File: config.mk
export PLATFORM = sky130hd
export DESIGN_NAME = biriscv_mul_issue_ctrl_flat
export DESIGN_NICKNAME = d
export VERILOG_FILES = /design/src/rtl/biriscv_mul_issue_ctrl_if.sv /design/src/rtl/biriscv_mul_issue_ctrl.sv /design/src/flat_wrapper.sv
export SDC_FILE = /design/constraint.sdc
export NUM_CORES = 1
export LEC_CHECK = 0
export CAP_MARGIN = 30
export CORE_AREA = 2 2 148 150
export CTS_CLUSTER_SIZE = 12
export DETAILED_ROUTE_END_ITERATION = 7
export DIE_AREA = 0 0 150 152
export PLACE_DENSITY_LB_ADDON = 0.12
export SLEW_MARGIN = 30
export SYNTH_ARGS = -nofsm -noshare
export SYNTH_HDL_FRONTEND = slang
export SYNTH_SLANG_ARGS = --single-unit
File: constraint.sdc
create_clock -name clk_i -period 2.85 [get_ports clk_i]
set_input_delay 0.57 -clock clk_i [delete_from_list [all_inputs] [get_ports clk_i]]
set_output_delay 0.57 -clock clk_i [all_outputs]
set_load 0.02 [all_outputs]
File: src/rtl/biriscv_mul_issue_ctrl_if.sv
// Signal bundle between the multiplier issue controller and its environment
// (issue stage, multiplier unit, register-file write port).
interface biriscv_mul_issue_ctrl_if;
  logic        issue_valid_i;
  logic        issue_accept_o;
  logic [31:0] issue_opcode_i;
  logic [31:0] issue_pc_i;
  logic [4:0]  issue_rd_idx_i;
  logic [4:0]  issue_ra_idx_i;
  logic [4:0]  issue_rb_idx_i;
  logic [31:0] issue_ra_operand_i;
  logic [31:0] issue_rb_operand_i;

  logic        opcode_valid_o;
  logic [31:0] opcode_opcode_o;
  logic [31:0] opcode_pc_o;
  logic        opcode_invalid_o;
  logic [4:0]  opcode_rd_idx_o;
  logic [4:0]  opcode_ra_idx_o;
  logic [4:0]  opcode_rb_idx_o;
  logic [31:0] opcode_ra_operand_o;
  logic [31:0] opcode_rb_operand_o;

  logic        writeback_valid_i;
  logic [31:0] writeback_value_i;
  logic [4:0]  writeback_rd_idx_i;

  logic [4:0]  check_ra_idx_i;
  logic [4:0]  check_rb_idx_i;
  logic        hazard_o;
  logic        busy_o;

  logic        rf_wr_valid_o;
  logic [4:0]  rf_wr_idx_o;
  logic [31:0] rf_wr_value_o;
  logic        rf_wr_ready_i;

  logic        error_o;

  // The controller is the initiator towards the multiplier unit.
  modport master (
    input  issue_valid_i, issue_opcode_i, issue_pc_i, issue_rd_idx_i, issue_ra_idx_i,
           issue_rb_idx_i, issue_ra_operand_i, issue_rb_operand_i,
           writeback_valid_i, writeback_value_i, writeback_rd_idx_i,
           check_ra_idx_i, check_rb_idx_i, rf_wr_ready_i,
    output issue_accept_o, opcode_valid_o, opcode_opcode_o, opcode_pc_o, opcode_invalid_o,
           opcode_rd_idx_o, opcode_ra_idx_o, opcode_rb_idx_o, opcode_ra_operand_o,
           opcode_rb_operand_o, hazard_o, busy_o, rf_wr_valid_o, rf_wr_idx_o,
           rf_wr_value_o, error_o
  );

  modport slave (
    output issue_valid_i, issue_opcode_i, issue_pc_i, issue_rd_idx_i, issue_ra_idx_i,
           issue_rb_idx_i, issue_ra_operand_i, issue_rb_operand_i,
           writeback_valid_i, writeback_value_i, writeback_rd_idx_i,
           check_ra_idx_i, check_rb_idx_i, rf_wr_ready_i,
    input  issue_accept_o, opcode_valid_o, opcode_opcode_o, opcode_pc_o, opcode_invalid_o,
           opcode_rd_idx_o, opcode_ra_idx_o, opcode_rb_idx_o, opcode_ra_operand_o,
           opcode_rb_operand_o, hazard_o, busy_o, rf_wr_valid_o, rf_wr_idx_o,
           rf_wr_value_o, error_o
  );
endinterface

File: src/rtl/biriscv_mul_issue_ctrl.sv
// Issue-side controller for the multi-cycle multiplier: one instruction in flight,
// pending-rd hazard tracking, writeback capture and register-file retirement.
module biriscv_mul_issue_ctrl #(
  parameter int unsigned TIMEOUT_CYCLES = 8
) (
  input logic                           clk_i,
  input logic                           rst_ni,
  biriscv_mul_issue_ctrl_if.master      bus
);

  localparam logic [7:0] TimeoutCnt = 8'(TIMEOUT_CYCLES);

  typedef enum logic [1:0] {StIdle, StIssue, StWait, StRetire} state_e;

  state_e      state_q, state_d;
  logic [7:0]  cnt_q, cnt_d;
  logic [31:0] result_q, result_d;
  logic        error_q, error_d;
  logic        latch;

  logic [31:0] opcode_q, pc_q, ra_op_q, rb_op_q;
  logic [4:0]  rd_q, ra_idx_q, rb_idx_q;
  logic [7:0]  cnt_inc;
  logic        busy;

  assign cnt_inc = cnt_q + 8'd1;

  always_comb begin
    state_d  = state_q;
    cnt_d    = cnt_q;
    result_d = result_q;
    error_d  = 1'b0;
    latch    = 1'b0;
    unique case (state_q)
      StIdle: begin
        error_d = bus.writeback_valid_i;
        if (bus.issue_valid_i) begin
          latch   = 1'b1;
          state_d = StIssue;
        end
      end
      StIssue: begin
        error_d = bus.writeback_valid_i;
        cnt_d   = '0;
        state_d = StWait;
      end
      StWait: begin
        cnt_d = cnt_inc;
        // A writeback arriving in the timeout cycle still counts as on time.
        if (bus.writeback_valid_i) begin
          if (bus.writeback_rd_idx_i != rd_q) begin
            error_d = 1'b1;
            state_d = StIdle;
          end else if (rd_q == 5'd0) begin
            state_d = StIdle;
          end else begin
            result_d = bus.writeback_value_i;
            state_d  = StRetire;
          end
        end else if (cnt_inc == TimeoutCnt) begin
          error_d = 1'b1;
          state_d = StIdle;
        end
      end
      StRetire: begin
        error_d = bus.writeback_valid_i;
        if (bus.rf_wr_ready_i) begin
          state_d = StIdle;
        end
      end
      default: state_d = StIdle;
    endcase
  end

  always_ff @(posedge clk_i or negedge rst_ni) begin
    if (!rst_ni) begin
      state_q  <= StIdle;
      cnt_q    <= '0;
      result_q <= '0;
      error_q  <= 1'b0;
    end else begin
      state_q  <= state_d;
      cnt_q    <= cnt_d;
      result_q <= result_d;
      error_q  <= error_d;
    end
  end

  always_ff @(posedge clk_i or negedge rst_ni) begin
    if (!rst_ni) begin
      opcode_q <= '0;
      pc_q     <= '0;
      rd_q     <= '0;
      ra_idx_q <= '0;
      rb_idx_q <= '0;
      ra_op_q  <= '0;
      rb_op_q  <= '0;
    end else if (latch) begin
      opcode_q <= bus.issue_opcode_i;
      pc_q     <= bus.issue_pc_i;
      rd_q     <= bus.issue_rd_idx_i;
      ra_idx_q <= bus.issue_ra_idx_i;
      rb_idx_q <= bus.issue_rb_idx_i;
      ra_op_q  <= bus.issue_ra_operand_i;
      rb_op_q  <= bus.issue_rb_operand_i;
    end
  end

  assign busy = (state_q != StIdle);

  assign bus.issue_accept_o      = ~busy;
  assign bus.busy_o              = busy;
  assign bus.opcode_valid_o      = (state_q == StIssue);
  assign bus.opcode_opcode_o     = opcode_q;
  assign bus.opcode_pc_o         = pc_q;
  assign bus.opcode_invalid_o    = 1'b0;
  assign bus.opcode_rd_idx_o     = rd_q;
  assign bus.opcode_ra_idx_o     = ra_idx_q;
  assign bus.opcode_rb_idx_o     = rb_idx_q;
  assign bus.opcode_ra_operand_o = ra_op_q;
  assign bus.opcode_rb_operand_o = rb_op_q;

  // No forwarding path, so the pending rd stays hazardous until retirement completes.
  assign bus.hazard_o = busy && (rd_q != 5'd0) &&
                        ((bus.check_ra_idx_i == rd_q) || (bus.check_rb_idx_i == rd_q));

  assign bus.rf_wr_valid_o = (state_q == StRetire);
  assign bus.rf_wr_idx_o   = rd_q;
  assign bus.rf_wr_value_o = result_q;
  assign bus.error_o       = error_q;

endmodule

File: src/flat_wrapper.sv
// flat-port wrapper written by rule: the top's interface ports become plain ports
module biriscv_mul_issue_ctrl_flat 
#(
  parameter int unsigned TIMEOUT_CYCLES = 8
)
  (clk_i, rst_ni, bus_issue_valid_i, bus_issue_opcode_i, bus_issue_pc_i, bus_issue_rd_idx_i, bus_issue_ra_idx_i, bus_issue_rb_idx_i, bus_issue_ra_operand_i, bus_issue_rb_operand_i, bus_writeback_valid_i, bus_writeback_value_i, bus_writeback_rd_idx_i, bus_check_ra_idx_i, bus_check_rb_idx_i, bus_rf_wr_ready_i, bus_issue_accept_o, bus_opcode_valid_o, bus_opcode_opcode_o, bus_opcode_pc_o, bus_opcode_invalid_o, bus_opcode_rd_idx_o, bus_opcode_ra_idx_o, bus_opcode_rb_idx_o, bus_opcode_ra_operand_o, bus_opcode_rb_operand_o, bus_hazard_o, bus_busy_o, bus_rf_wr_valid_o, bus_rf_wr_idx_o, bus_rf_wr_value_o, bus_error_o);
  biriscv_mul_issue_ctrl_if bus_i ();
  input logic clk_i;
  input logic rst_ni;
  input wire logic [$bits(bus_i.issue_valid_i)-1:0] bus_issue_valid_i;
  input wire logic [$bits(bus_i.issue_opcode_i)-1:0] bus_issue_opcode_i;
  input wire logic [$bits(bus_i.issue_pc_i)-1:0] bus_issue_pc_i;
  input wire logic [$bits(bus_i.issue_rd_idx_i)-1:0] bus_issue_rd_idx_i;
  input wire logic [$bits(bus_i.issue_ra_idx_i)-1:0] bus_issue_ra_idx_i;
  input wire logic [$bits(bus_i.issue_rb_idx_i)-1:0] bus_issue_rb_idx_i;
  input wire logic [$bits(bus_i.issue_ra_operand_i)-1:0] bus_issue_ra_operand_i;
  input wire logic [$bits(bus_i.issue_rb_operand_i)-1:0] bus_issue_rb_operand_i;
  input wire logic [$bits(bus_i.writeback_valid_i)-1:0] bus_writeback_valid_i;
  input wire logic [$bits(bus_i.writeback_value_i)-1:0] bus_writeback_value_i;
  input wire logic [$bits(bus_i.writeback_rd_idx_i)-1:0] bus_writeback_rd_idx_i;
  input wire logic [$bits(bus_i.check_ra_idx_i)-1:0] bus_check_ra_idx_i;
  input wire logic [$bits(bus_i.check_rb_idx_i)-1:0] bus_check_rb_idx_i;
  input wire logic [$bits(bus_i.rf_wr_ready_i)-1:0] bus_rf_wr_ready_i;
  output wire logic [$bits(bus_i.issue_accept_o)-1:0] bus_issue_accept_o;
  output wire logic [$bits(bus_i.opcode_valid_o)-1:0] bus_opcode_valid_o;
  output wire logic [$bits(bus_i.opcode_opcode_o)-1:0] bus_opcode_opcode_o;
  output wire logic [$bits(bus_i.opcode_pc_o)-1:0] bus_opcode_pc_o;
  output wire logic [$bits(bus_i.opcode_invalid_o)-1:0] bus_opcode_invalid_o;
  output wire logic [$bits(bus_i.opcode_rd_idx_o)-1:0] bus_opcode_rd_idx_o;
  output wire logic [$bits(bus_i.opcode_ra_idx_o)-1:0] bus_opcode_ra_idx_o;
  output wire logic [$bits(bus_i.opcode_rb_idx_o)-1:0] bus_opcode_rb_idx_o;
  output wire logic [$bits(bus_i.opcode_ra_operand_o)-1:0] bus_opcode_ra_operand_o;
  output wire logic [$bits(bus_i.opcode_rb_operand_o)-1:0] bus_opcode_rb_operand_o;
  output wire logic [$bits(bus_i.hazard_o)-1:0] bus_hazard_o;
  output wire logic [$bits(bus_i.busy_o)-1:0] bus_busy_o;
  output wire logic [$bits(bus_i.rf_wr_valid_o)-1:0] bus_rf_wr_valid_o;
  output wire logic [$bits(bus_i.rf_wr_idx_o)-1:0] bus_rf_wr_idx_o;
  output wire logic [$bits(bus_i.rf_wr_value_o)-1:0] bus_rf_wr_value_o;
  output wire logic [$bits(bus_i.error_o)-1:0] bus_error_o;
  assign bus_i.issue_valid_i = bus_issue_valid_i;
  assign bus_i.issue_opcode_i = bus_issue_opcode_i;
  assign bus_i.issue_pc_i = bus_issue_pc_i;
  assign bus_i.issue_rd_idx_i = bus_issue_rd_idx_i;
  assign bus_i.issue_ra_idx_i = bus_issue_ra_idx_i;
  assign bus_i.issue_rb_idx_i = bus_issue_rb_idx_i;
  assign bus_i.issue_ra_operand_i = bus_issue_ra_operand_i;
  assign bus_i.issue_rb_operand_i = bus_issue_rb_operand_i;
  assign bus_i.writeback_valid_i = bus_writeback_valid_i;
  assign bus_i.writeback_value_i = bus_writeback_value_i;
  assign bus_i.writeback_rd_idx_i = bus_writeback_rd_idx_i;
  assign bus_i.check_ra_idx_i = bus_check_ra_idx_i;
  assign bus_i.check_rb_idx_i = bus_check_rb_idx_i;
  assign bus_i.rf_wr_ready_i = bus_rf_wr_ready_i;
  assign bus_issue_accept_o = bus_i.issue_accept_o;
  assign bus_opcode_valid_o = bus_i.opcode_valid_o;
  assign bus_opcode_opcode_o = bus_i.opcode_opcode_o;
  assign bus_opcode_pc_o = bus_i.opcode_pc_o;
  assign bus_opcode_invalid_o = bus_i.opcode_invalid_o;
  assign bus_opcode_rd_idx_o = bus_i.opcode_rd_idx_o;
  assign bus_opcode_ra_idx_o = bus_i.opcode_ra_idx_o;
  assign bus_opcode_rb_idx_o = bus_i.opcode_rb_idx_o;
  assign bus_opcode_ra_operand_o = bus_i.opcode_ra_operand_o;
  assign bus_opcode_rb_operand_o = bus_i.opcode_rb_operand_o;
  assign bus_hazard_o = bus_i.hazard_o;
  assign bus_busy_o = bus_i.busy_o;
  assign bus_rf_wr_valid_o = bus_i.rf_wr_valid_o;
  assign bus_rf_wr_idx_o = bus_i.rf_wr_idx_o;
  assign bus_rf_wr_value_o = bus_i.rf_wr_value_o;
  assign bus_error_o = bus_i.error_o;
  biriscv_mul_issue_ctrl #(.TIMEOUT_CYCLES(TIMEOUT_CYCLES)) u_core (.clk_i(clk_i), .rst_ni(rst_ni), .bus(bus_i));
endmodule
== Yosys cells after proc, flatten, opt, wreduce, memory -nomap -nowiden ==
Index checks and enable logic that the tools add are counted.

* Flip-flop bits (word level): 186
* Bits in latches: 0
* Memory bits (writable): 0
* ROM bits: 0
* Bits of input ports: 195
* Word-level logic and storage cells: 50
* Memories kept: 0

* $add $sub $neg: 1
* Multipliers: 0
* Div/mod/pow operators: 0
* Magnitude comparators: 0
* Equality and inequality tests: 10
* Shift operators: 0
* Muxes and demuxes: 14
* Bitwise gates (word level): 3
* Reduce and logical (&&, ||, !) cells: 11

{| class="wikitable"
|+ Operators by type and width
! operator !! count
|-
| one-hot mux 8 bit (2 select lines) || 1
|-
| two-way mux 2 bit || 6
|-
| == test 5 bit || 2
|-
| adder 8 x 1 -> 8 bit, second input constant || 1
|-
| == test 8 x 4 -> 1 bit, second input constant || 1
|-
| one-hot mux 2 bit (4 select lines) || 1
|-
| zero test 5 bit || 1
|-
| two-way mux 1 bit || 5
|-
| inequality test 5 bit || 1
|-
| nonzero test 5 bit || 1
|-
| == test 2 bit, second input constant || 2
|-
| inequality test 2 bit, second input constant || 2
|-
| AND reduction 4 bit || 1
|-
| nonzero test 2 bit || 2
|-
| inequality test 3 x 2 -> 1 bit, second input constant || 1
|-
| inverter 1 bit || 3
|-
| AND reduction 3 bit || 1
|-
| OR reduction 3 bit || 1
|-
| == test 2 x 1 -> 1 bit, second input constant || 1
|-
| logical AND 1 bit || 2
|-
| zero test 2 bit || 1
|-
| one-hot mux 1 bit (2 select lines) || 1
|-
| logical OR 1 bit || 1
|}

== Logic depth before layout (Yosys ltp) ==
Gate-level depths: netlist (run 1).

* Word-level depth: 5
* Gate-level depth with buffers: 7

== Least setup slack after synthesis (run 1) ==
OpenSTA, ideal clock, no wires.

* Path type: flip-flop to output port
* From: reg u_core.rd_q[4], in the netlist u_core.bus.opcode_rd_idx_o[4]
* To: out bus_hazard_o
* Arrival: 1.521 ns
* Data required time: 2.280 ns
* Slack: 0.759 ns
* Stages on the path, launching flop included: 6
* Cell sequence: dfrtp_1 -> xnor2_1 -> nand3_1 -> nor3_1 -> a31oi_1 -> nor3_1

* Cells in the longest elaborated chain, start to end: 3

{| class="wikitable"
|+ RTL lines
! element !! line !! source
|-
| start: declaration || biriscv_mul_issue_ctrl.sv:22 || <nowiki>logic [4:0] rd_q, ra_idx_q, rb_idx_q;</nowiki>
|-
| start signal: assignment || biriscv_mul_issue_ctrl.sv:101 || <nowiki>rd_q <= bus.issue_rd_idx_i;</nowiki>
|-
| == test 5 bit or nonzero test 5 bit (tied branches) || biriscv_mul_issue_ctrl.sv:125, biriscv_mul_issue_ctrl.sv:124 ||
|-
| logical OR 1 bit or logical AND 1 bit (tied branches) || biriscv_mul_issue_ctrl.sv:125, biriscv_mul_issue_ctrl.sv:124 ||
|-
| logical AND 1 bit * || biriscv_mul_issue_ctrl.sv:124 || <nowiki>assign bus.hazard_o = busy && (rd_q != 5'd0) &&</nowiki>
|-
| end: declaration || flat_wrapper.sv:34 || <nowiki>output wire logic [$bits(bus_i.hazard_o)-1:0] bus_hazard_o;</nowiki>
|}

Every way passes the cells marked *; elsewhere a longest branch is shown, timed or not.

== Final worst setup path (run 1) ==
* From: in bus_check_rb_idx_i[2]
* To: out bus_hazard_o

* Cells in the longest elaborated chain, start to end: 3

{| class="wikitable"
|+ RTL lines
! element !! line !! source
|-
| start: declaration || flat_wrapper.sv:22 || <nowiki>input wire logic [$bits(bus_i.check_rb_idx_i)-1:0] bus_check_rb_idx_i;</nowiki>
|-
| == test 5 bit || biriscv_mul_issue_ctrl.sv:125 || <nowiki>((bus.check_ra_idx_i == rd_q) || (bus.check_rb_idx_i == rd_q));</nowiki>
|-
| logical OR 1 bit || biriscv_mul_issue_ctrl.sv:125 ||
|-
| logical AND 1 bit || biriscv_mul_issue_ctrl.sv:124 ||
|}

Every way passes these cells.

==> metrics.md, run 1 <==
| Metric | Value |
|---|---|
| IO buf count | 380 |
| Full die area | ~0.023 mm^2 |
| Initial antenna violation count | 0 |
| Synthesized net count | 695 |
| Grt total ovfl | 0 |
| CTS buffer count | 17 |
| Most used cell, CP | nor3_1 |
| Startpoint Class | input port |
| Final wirelength | roughly 21000 um |
| Crit share post-route | 92.3% |
| Root Driver | clkbuf_16 |
| Synth Flop Type | dfrtp_1 |
| Hold WC Path Type | input port to asynchronous set/reset pin |
| Final ANT Viol Nets | 0 |
| Setup Total Neg Slack | 0 ns |
| Yosys top cell by area | dfrtp_1 |
| Layout area overhead | 62.7% |
| Mean Syn Cell Area | about 15 um^2 |
| Die X | roughly 150 um |
| First-pass GRT wire length | between 30000 and 40000 um |
| Leak Pwr | 5.07 nW |
| GP Congestion | 0.865 |
| Initial DRC Count | between 200 and 250 |
| Yosys cell types | 41 |
| Initial Utilization | a little over a third |
| Row Count | 54 |
| Die Y | ~150 um |
| Fin crit period | 2.63 ns |
| Reg2reg start | u_core.cnt_q[0] |
| H-tree depth | 4 |
| FMAX | between 300 and 400 MHz |
| Critical Path RT | between 2 and 2.5 ns |
| Maximum fanout along the worst path | 1 |
| Max_cap viols | 0 |
| Max-slew headroom | approximately 64% |
| Max Slew Vio Count | 0 |
| CP max-delay cell | clkdlybuf4s50_1 |
| Core Box Area | about 0.021 mm^2 |
| Critical Path, Cell by Cell | clkdlybuf4s50_1 > xnor2_1 > nand3_1 > nor3_1 > a31oi_1 > nor3_1 > dlygate4sd2_1 |
| Slew @ Worst Pin | around 0.54 ns |
| Drt drc | 0 |
| Inserted Diodes | 0 |
| # setup viols final | 0 |
| Status | completed |
| Worst Setup End Kind | primary output |
| Final cell count without fillers | ~1200 |
| Drt pass-1 iters | 4 |
| Longest Clk Path Bufs | 2 |
| Async S/R FF share, synth | 100% |
| Final hold slack | 0.103 ns |
| Vias | 5467 |
| Yosys reg bits | approximately 190 |
| Seq/Total Area, Yosys | between 60 and 70% |
| Clock slew seen by the registers of the worst setup and hold paths | 0.07 ns |
| Placed cells | between 1000 and 1500 |
| Fraction of layout cells with a size suffix above 1 | between 20% and 30% |
| Post-detailed-placement half-perimeter wirelength | between 15000 and 20000 um |
| Yosys Warn Count | 0 |
| CP Buf/Inv Count | 2 |
| WP data arrival | slightly above 2 ns |
| Worst Reg2Reg Path Length in Cells | 7 |
| Crit path kind | input port to primary output |
| Top Family by Delay on Critical Path | buffers and inverters |
| TritonCTS clock tree | done |
| Peak VDD IR | around 650 uV |
| Final hold vios | 0 |
| I/O Pins | 382 |
| Avg WL per Cell | between 15 and 20 um |
| Clk_skew | 0.0102 ns |
| RR Endpoint | u_core.state_q[0] |
| Final Cell Area | 0.0122 mm^2 |
| Vias per inst | 4.69 |
| Vias in the first global route | 6113 |
| Buffer count from post-CTS setup fixing | 0 |
| Clk sinks | 186 |
| Post-synth EDFFs | 0 |
| DP Area | about 0.012 mm^2 |
| Post-Syn Instances | approximately 500 |
| Cell Area, Synth | around 0.0075 mm^2 |
| Latest clock arrival within the worst-skew pair | between 0.4 and 0.5 ns |
| R2R setup slack | about 0.75 ns |
| Nets | between 1000 and 1500 |
| Critical path's largest stage delay | 0.50 ns |
| Ranking of synthesized cells by area | dfrtp_1 (62%), mux2_2 (26%), ha_1 (1.2%), xnor2_1 (1.1%), o21ai_0 (0.74%) |
| Synth top area share | between 60 and 70% |
| GRT Overall Usage | 18.8% |
| RSZ-0062 raised after global routing | false |
| Pwr per Cell Area | around 1100 mW/mm^2 |
| Largest net degree at the start of global routing | 63 |
## state kept, by name, indices dropped and copies added, names as in the netlist, 8 cells and up
name	count
u_core.bus.opcode_opcode_o	32
u_core.bus.opcode_pc_o	32
u_core.bus.opcode_ra_operand_o	32
u_core.bus.opcode_rb_operand_o	32
u_core.bus.rf_wr_value_o	32
u_core.cnt_q	8
## synth_stat cells (all sizes together) (3+ instances only)
| master | count |
|---|---|
| dfrtp | 186 |
| o21ai | 11 |
| nor3 | 6 |
| buf | 24 |
| a21oi | 5 |
| clkbuf | 3 |
| inv | 12 |
| ha | 7 |
| nand2 | 10 |
| nor2 | 4 |
| mux2 | 175 |
| nand3 | 7 |
| xor2 | 6 |
| xnor2 | 9 |
| nand4 | 3 |
## routing by layer
layer	part of all wire, %	global-route usage, %
met4	2.4	6.69
met3	12	8.83
met2	51	32.9
met1	35	19.7
met5	0	0
## kinds of logic (layout without fill, tap and decap cells)
logic type               count (synthesis)  in the layout  synth area share [%]
flip-flops                             186            186                  62.3
multiplexers                           177            177                  26.7
AND/OR/NAND/NOR                         42             42                  3.15
buffers and inverters                   39            432                  2.71
AO/OA/AOI/OAI                           26             26                  2.18
XOR/XNOR                                15             15                  1.76
adder cells (fa/ha/maj)                  7              7                  1.17
other                                    1              1                0.0502
## repair_timing
item,4_1_cts,5_1_grt
gates resized for setup,1,0
setup endpoints to repair,1,0
hold buffers,0,0
## worst reg2reg max path, delay by kind of cell, from the launching register on
kind	cells	cell delay, ns
AOI/OAI and AO/OA	3	0.64
DFF	1	0.44
and+or+nand+nor	2	0.43
adders and majority gates	1	0.33
muxes	1	0.20
## through the flow
stage / utilization, % / setup WS [ns] / power (mW)
after CTS: 56.9 / 0.213 / 14.0
after detailed placement: 54.4 / -0.0509 / 11.8
after floorplan: - / 0.759 / 8.14
after global routing: 56.9 / 0.0450 / 14.6
after global placement: 54.4 / -0.0518 / 11.6
final: 56.9 / 0.221 / 13.8
## cells in the final DEF, fill, tap and decap left out, types with 3 or more instances in the layout
cell type,n
nor3_1,5
dfrtp_1,186
clkinvlp_4,5
inv_8,3
inv_1,12
nand3_1,7
mux2_2,172
nand2_1,9
xnor2_1,9
mux2_1,3
o21ai_0,11
clkbuf_16,17
a21oi_1,5
xor2_1,6
buf_12,6
clkdlybuf4s50_1,378
ha_1,7
nor2_1,3
nand4_1,3
## final cells by class
type,instances,area [um^2]
clock buffer,19,433
clock inverter,13,111
fill,1749,9200
inverter,12,45.0
multi-input combinational,268,2620
sequential,186,4650
tap,280,350
timing repair buffer,388,3940
## where the power goes
group	leakage, nW	switching, mW	total [mW]	internal, mW
Sequential	2.27	0.725	4.63	3.90
Combinational	2.54	3.26	6.99	3.73
Clock	0.252	1.08	2.22	1.14
Total	5.07	5.06	13.8	8.78
## worst max path at each step
| stage | slack [ns] | startpoint | to | cells after the start |
|---|---|---|---|---|
| after detailed placement | -0.05 | bus_check_rb_idx_i[2] | bus_hazard_o | 7 |
| after CTS | 0.21 | u_core.bus.opcode_rd_idx_o[0] | bus_hazard_o | 4 |
| after floorplan | 0.76 | u_core.bus.opcode_rd_idx_o[4] | bus_hazard_o | 5 |
| final | 0.22 | bus_check_rb_idx_i[2] | bus_hazard_o | 7 |
| after global placement | -0.05 | bus_check_rb_idx_i[4] | bus_hazard_o | 7 |
| after global routing | 0.04 | bus_check_rb_idx_i[2] | bus_hazard_o | 7 |
(Power assumes the default switching activity.)
==> inputs of run 2 (changes only) <==
--- a/config.mk
+++ b/config.mk
@@ -7,10 +7,11 @@
 export LEC_CHECK = 0
 export CAP_MARGIN = 30
 export CORE_AREA = 2 2 148 150
-export CTS_CLUSTER_SIZE = 12
+export CTS_CLUSTER_SIZE = 28
 export DETAILED_ROUTE_END_ITERATION = 7
 export DIE_AREA = 0 0 150 152
 export PLACE_DENSITY_LB_ADDON = 0.12
+export SETUP_SLACK_MARGIN = 0.2
 export SLEW_MARGIN = 30
 export SYNTH_ARGS = -nofsm -noshare
 export SYNTH_HDL_FRONTEND = slang
==> metrics.md, run 2 (synthesis results as in run 1) <==
| Metric | Value |
|---|---|
| H-tree depth | 4 (unchanged) |
| Vias in the first global route | 6113 (unchanged) |
| Crit share post-route | 87.2% (-5.1 points) |
| Initial antenna violation count | 0 (unchanged) |
| Overall power | 13.8 mW (about the same) |
| Leak Pwr | 5.06 nW (about the same) |
| # setup viols final | 0 (unchanged) |
| Max_cap viols | 0 (unchanged) |
| Setup Total Neg Slack | 0 ns (unchanged) |
| GP Congestion | 0.865 (unchanged) |
| Max-slew headroom | 64.1% (about the same) |
| Slew @ Worst Pin | 0.539 ns (+0.000349 ns) |
| I/O Pins | 382 (unchanged) |
| Worst setup margin | 0.365 ns (+0.144 ns) |
| Most common library cell in the layout ignoring fill and taps | clkdlybuf4s50_1 |
| Drt drc | 0 (unchanged) |
| Most frequent cells in the layout | clkdlybuf4s50_1 (378), dfrtp_1 (186), mux2_2 (172) |
| Crit path kind | flip-flop to primary output |
| Pre-CTS setup slack | -0.0509 ns (unchanged) |
| Longest Clk Path Bufs | 2 (unchanged) |
| Peak VDD IR | 655 uV (about the same) |
| Largest net degree at the start of global routing | 63 (unchanged) |
| Root Driver | clkbuf_16 |
| IO buf count | 380 (unchanged) |
| GRT Overall Usage | 18.8% (unchanged) |
| Final hold vios | 0 (unchanged) |
| Hold WC Path Type | input port to asynchronous set/reset pin |
| RSZ-0062 raised after global routing | false |
| Layout area overhead | 62.7% (about the same) |
| Met1 global-route usage | 19.7% (unchanged) |
| Inserted Diodes | 0 (unchanged) |
| GR Util met2 | 32.9% (unchanged) |
| Avg WL per Cell | 18.3 um (about the same) |
| CTS buffer count | 17 (unchanged) |
| Vias | 5463 (-0.073%) |
| Vias per inst | 4.69 (about the same) |
| CTS Hold Bufs | 0 (unchanged) |
| Initial DRC Count | 212 (+5.5%) |
| Pwr per Cell Area | 1140 mW/mm^2 (about the same) |
| Post-detailed-placement half-perimeter wirelength | 16400 um (unchanged) |
| Most Crowded Layer GR | met2 |
| Max Slew Vio Count | 0 (unchanged) |
| Status | completed |
| Die Y | 152 um (unchanged) |
| Maximum fanout along the worst path | 5 (+4) |
| TritonCTS clock tree | done |
| Nets | 1075 (unchanged) |
| Final ANT Viol Nets | 0 (unchanged) |
| DP Area | 0.0116 mm^2 (unchanged) |
| Drt pass-1 iters | 4 (unchanged) |
| Full die area | 0.0228 mm^2 (unchanged) |
| Grt total ovfl | 0 (unchanged) |
| Global routing usage on met3 | 8.83% (unchanged) |
| WP data arrival | 1.92 ns (-0.14 ns) |
| Core Box Area | 0.0214 mm^2 (unchanged) |
| Clk sinks | 186 (unchanged) |
| Fraction of layout cells with a size suffix above 1 | 24.7% (+0.23 points) |
| Clock slew seen by the registers of the worst setup and hold paths | 0.07 ns (about the same) |
| Final Cell Area | 0.0122 mm^2 (about the same) |
| Critical Path RT | 2.28 ns (about the same) |
| FMAX | 402 MHz (+5.8%) |
| Worst Setup End Kind | primary output |
| Final wirelength | 21300 um (about the same) |
| Fin crit period | 2.49 ns (-0.144 ns) |
| Die X | 150 um (unchanged) |
| Row Count | 54 (unchanged) |
| Latest clock arrival within the worst-skew pair | 0.42 ns (about the same) |
| First-pass GRT wire length | 33100 um (unchanged) |
| Initial Utilization | 35.0% (unchanged) |
| Clk_skew | 0.0105 ns (+0.000282 ns) |
| Startpoint Class | flip-flop |
| Final hold slack | 0.102 ns (-0.00115 ns) |
## run 2: per-stage QoR
stage	cells	util [%]
final	1166	56.9
after detailed placement	1134	54.4
after CTS	1166	56.9
after global placement	1134	54.4
after floorplan	493	-
after global routing	1166	56.9
## run 2: where the power goes
group	internal, mW	total, mW	switching, mW	leakage (nW)
clock	1.14	2.22	1.08	0.252
combinational	3.74	7.00	3.26	2.54
sequential	3.90	4.63	0.725	2.27
## run 2: per-layer routing
metal	share of wire [%]	wire length, um	up-vias
met2	51	10900	269
met4	2.4	522	0
li1	-	-	2483
met3	11	2440	32
met5	0	0	-
met1	35	7470	2679
## run 2: path summary, 6_finish.rpt
kind,from,end,slack (ns),cells after the start
worst max-delay path,u_core.state_q[1],bus_issue_accept_o,0.36,3
worst min-delay path,rst_ni,u_core.bus.rf_wr_value_o[16],0.10,1
worst max register to register,u_core.state_q[0],u_core.bus.rf_wr_value_o[22],0.76,6
worst min register to register,u_core.bus.rf_wr_value_o[4],u_core.bus.rf_wr_value_o[4],0.49,1
max in group asynchronous,rst_ni,u_core.bus.opcode_pc_o[18],1.94,2
min in group clk_i,u_core.bus.rf_wr_value_o[4],u_core.bus.rf_wr_value_o[4],0.49,1
## run 2: what timing repair did
action	CTS	global route
buffers inserted	0	0
endpoints found under the setup margin	1	3
gates resized for setup	1	4
## run 2: area by class of cell
class                   count  area (um^2)
clock buffers              19          433
multi-input cells         268         2620
well taps                 280          350
inverters                  12         45.0
repair buffers            388         3940
clock inverters            13          111
fillers                  1748         9200
flip-flops and latches    186         4650
## run 2: critical path, cell delays in order (launching register included)
cell and delay, ns:
dfrtp_1 0.44, inv_1 0.15, ha_2 0.27, clkdlybuf4s50_1 0.63
==> inputs of run 3 (changes only) <==
--- a/config.mk
+++ b/config.mk
@@ -5,12 +5,14 @@
 export SDC_FILE = /design/constraint.sdc
 export NUM_CORES = 1
 export LEC_CHECK = 0
+export ABC_AREA = 1
 export CAP_MARGIN = 30
 export CORE_AREA = 2 2 148 150
 export CTS_CLUSTER_SIZE = 28
 export DETAILED_ROUTE_END_ITERATION = 7
 export DIE_AREA = 0 0 150 152
 export PLACE_DENSITY_LB_ADDON = 0.12
+export RECOVER_POWER = 100
 export SETUP_SLACK_MARGIN = 0.2
 export SLEW_MARGIN = 30
 export SYNTH_ARGS = -nofsm -noshare
==> metrics.md, run 3 <==
| Metric | Value |
|---|---|
| TritonCTS clock tree | done |
| GRT Overall Usage | 18.8% (-0.080 points) |
| H-tree depth | 4 (unchanged) |
| CTS buffer count | 17 (unchanged) |
| Internal power | 7.92 mW (-9.8%) |
| Fin crit period | 2.58 ns (+0.0977 ns) |
| Most used cell, CP | a21oi_1 |
| IO buf count | 380 (unchanged) |
| R2R setup slack | 0.38 ns (-0.38 ns) |
| Root Driver | clkbuf_16 |
| CP max-delay cell | clkdlybuf4s50_1 |
| Met1 wire length | 7690 um (+3.0%) |
| Ranking of synthesized cells by area | dfrtp_1 (62%), mux2_2 (21%), nand2_1 (6.5%), ha_1 (1.2%), inv_1 (1.1%) |
| Failing checks | max-capacitance violations, max-slew violations |
| Post-Syn Instances | 586 (+19%) |
| WP data arrival | 2.01 ns (+0.09 ns) |
| Full die area | 0.0228 mm^2 (unchanged) |
| Row Count | 54 (unchanged) |
| Critical Path RT | 2.28 ns (about the same) |
| Latest clock arrival within the worst-skew pair | 0.43 ns (about the same) |
| Final core utilization | 56.9% (-0.059 points) |
| Comb power frac | 47.7% (-2.8 points) |
| Initial DRC Count | 247 (+17%) |
| Reg2reg start | u_core.state_q[0] |
| Most numerous cell in the Yosys netlist | dfrtp_1 |
| Setup Total Neg Slack | 0 ns (unchanged) |
| Critical path's largest stage delay | 0.41 ns (-0.22 ns) |
| Clock power frac | 18.0% (+2.0 points) |
| Layout area overhead | 61.6% |
| Post-detailed-placement half-perimeter wirelength | 15900 um (-2.8%) |
| I/O Pins | 382 (unchanged) |
| Drt pass-1 iters | 4 (unchanged) |
| Final hold vios | 0 (unchanged) |
| Hold WC Path Type | flip-flop to flip-flop |
| Max_cap viols | 1 (+1) |
| Worst Reg2Reg Path Length in Cells | 5 (-1) |
| Clk_skew | 0.0145 ns (+0.00400 ns) |
| DR WL met2 | 10300 um (-5.0%) |
| Most frequent cells in the layout | clkdlybuf4s50_1 (193), dfrtp_1 (186), dlygate4sd3_1 (184) |
| Multi-input logic area | 0.00255 mm^2 (-2.8%) |
| Register area | 0.00465 mm^2 (unchanged) |
| FMAX | 387 MHz (-3.8%) |
| Synth top area share | 62.0% (-0.36 points) |
| Switching Power | 4.76 mW (-5.9%) |
| Yosys cell types | 27 (-34%) |
| Final wirelength | 20900 um (-1.9%) |
| Maximum fanout along the worst path | 2 (-3) |
| DP Area | 0.0116 mm^2 (+0.12%) |
| Peak VDD IR | 589 uV (-10%) |
| Critical Path, Cell by Cell | clkdlybuf4s50_1 > or2_2 > a21oi_1 > nand4_1 > a21oi_1 > clkdlybuf4s25_1 |
| Final hold slack | 0.466 ns (+0.364 ns) |
| Crit share post-route | 90.6% (+3.4 points) |
| Pre-CTS setup slack | 0.0485 ns (+0.0994 ns) |
| Fraction of layout cells with a size suffix above 1 | 19.5% (-5.2 points) |
| Overall power | 12.7 mW (-8.4%) |
| Die Y | 152 um (unchanged) |
| RSZ-0062 raised after global routing | false |
| Clock slew seen by the registers of the worst setup and hold paths | 0.07 ns (about the same) |
| Worst setup margin | 0.267 ns (-0.0977 ns) |
| Vias per inst | 4.50 (-3.9%) |
| Status | complete, but fails checks |
| Nets | 1167 (+8.6%) |
| Seq/Total Area, Yosys | 62.0% (-0.36 points) |
| Top sig layer | met4 |
| Top Family by Delay on Critical Path | buffers and inverters |
| Vias in the first global route | 6009 (-1.7%) |
| Buffer count from post-CTS setup fixing | 0 (unchanged) |
| Longest Clk Path Bufs | 2 (unchanged) |
| Pwr per Cell Area | 1040 mW/mm^2 (-8.3%) |
| Post-synth EDFFs | 0 (unchanged) |
| Worst Hold End | u_core.bus.rf_wr_value_o[14] |
| Cell Area, Synth | 0.00751 mm^2 (+0.59%) |
| Grt total ovfl | 0 (unchanged) |
| Yosys top cell by area | dfrtp_1 |
| CP Buf/Inv Count | 2 (unchanged) |
| Final ANT Viol Nets | 0 (unchanged) |
| Hold depth | 2 |
| Slew @ Worst Pin | 1.97 ns (+1.43 ns) |
| HP Start | u_core.bus.rf_wr_value_o[14] |
| # setup viols final | 0 (unchanged) |
| Async S/R FF share, synth | 100% (unchanged) |
| Most instantiated cells after synthesis | dfrtp_1 (186), mux2_2 (140), nand2_1 (131), inv_1 (22), buf_2 (15) |
| Inserted Diodes | 0 (unchanged) |
| CP Depth | 6 (+3) |
| CTS Hold Bufs | 0 (unchanged) |
| Clk sinks | 186 (unchanged) |
| RR Endpoint | u_core.bus.opcode_ra_idx_o[3] |
| Worst Setup End Kind | primary output |
| Initial Utilization | 35.2% (+0.21 points) |
| Net Sw Frac | 37.6% (+0.98 points) |
| First-pass GRT wire length | 32800 um (-0.69%) |
| Layout fillers | 1866 (+6.8%) |
| Core Box Area | 0.0214 mm^2 (unchanged) |
| Placed cells | 1226 (+8.1%) |
| Drt drc | 0 (unchanged) |
| Vias | 5665 (+3.7%) |
| Crit path kind | input port to primary output |
| Synthesized net count | 788 (+13%) |
| Sequential share of power | 34.3% (+0.9 points) |
| Mean Syn Cell Area | 12.8 um^2 (-15%) |
| Most common library cell in the layout ignoring fill and taps | clkdlybuf4s50_1 |
| Final cell count without fillers | 1258 (+7.9%) |
| Yosys Warn Count | 0 (unchanged) |
| Yosys reg bits | 186 (unchanged) |
| Met3 WL | 2360 um (-3.3%) |
| Startpoint Class | input port |
| Initial antenna violation count | 0 (unchanged) |
| Max Slew Vio Count | 75 (+75) |
| GP Congestion | 0.794 (-8.2%) |
| Leak Pwr | 5.44 nW (+7.4%) |
| Final Cell Area | 0.0121 mm^2 (-0.10%) |
| Avg WL per Cell | 16.6 um (-9.1%) |
| Synth Flop Type | dfrtp_1 |
| Largest net degree at the start of global routing | 77 (+22%) |
| Max-slew headroom | -31.2% (-95 points) |
| Die X | 150 um (unchanged) |
-- run 3: changes by cell type after synthesis, sizes merged, moves of 3 or more --
cell | previous run | this run
buf | 24 | 27
nand2 | 10 | 135
mux2 | 175 | 140
nor2 | 4 | 12
o21ai | 11 | 7
nand3 | 7 | 13
o22ai | 2 | 5
nand4 | 3 | 6
xnor2 | 9 | 6
nor3 | 6 | 1
inv | 12 | 25
-- run 3: cells by family after synthesis --
kind of cell | count (synthesis) | synth area share, %
simple gates | 169 | 9.36
flops | 186 | 62.0
xor+xnor | 10 | 1.17
mux | 140 | 21.0
buf+inv | 54 | 3.88
fa+ha+maj | 7 | 1.17
other cells | 1 | 0.0499
compound gates | 19 | 1.43
-- run 3: worst max path at each step --
stage,start,endpoint
finish,bus_check_ra_idx_i[1],bus_hazard_o
floorplan,u_core.state_q[0],bus_hazard_o
CTS,u_core.state_q[0],bus_busy_o
global route,bus_writeback_rd_idx_i[0],u_core.state_q[0]
detailed placement,bus_check_ra_idx_i[1],bus_hazard_o
global placement,bus_check_ra_idx_i[1],bus_hazard_o
-- run 3: area by class of cell --
cell class                      instances  area share, %
Inverter                               25          0.773
Tap cell                              280           2.89
Clock inverter                         14           1.11
Clock buffer                           18           3.53
Timing Repair Buffer                  389           32.4
Multi-Input combinational cell        346           21.0
Sequential cell                       186           38.3
-- run 3: repair_timing --
| item | in CTS | in global routing |
|---|---|---|
| pin swaps | 0 | 0 |
| hold endpoints to repair | 0 | 0 |
| endpoints found under the setup margin | 1 | 2 |
| gates cloned | 0 | 0 |
| gates resized for setup | 1 | 2 |
-- run 3: power by group through the flow --
stage | registers, mW | clock network (mW) | logic [mW]
2_1_floorplan | 5.83 | 0 | 1.90
3_5_place_dp | 4.47 | 0 | 6.58
3_3_place_gp | 4.42 | 0 | 6.59
4_1_cts | 4.43 | 2.36 | 6.61
6_report | 4.36 | 2.28 | 6.05
5_1_grt | 4.53 | 2.47 | 6.44
-- run 3: routing by layer --
| metal | track usage (%) | up-vias |
|---|---|---|
| li1 | - | 2707 |
| met1 | 20.9 | 2688 |
| met2 | 31.4 | 242 |
| met3 | 8.92 | 28 |
| met4 | 6.38 | 0 |
| met5 | 0 | - |
-- run 3: worst min-delay path: cells and delay by family (launching register included) --
kind	cells	cell delay, ns
flops	1	0.34
simple gates	2	0.10
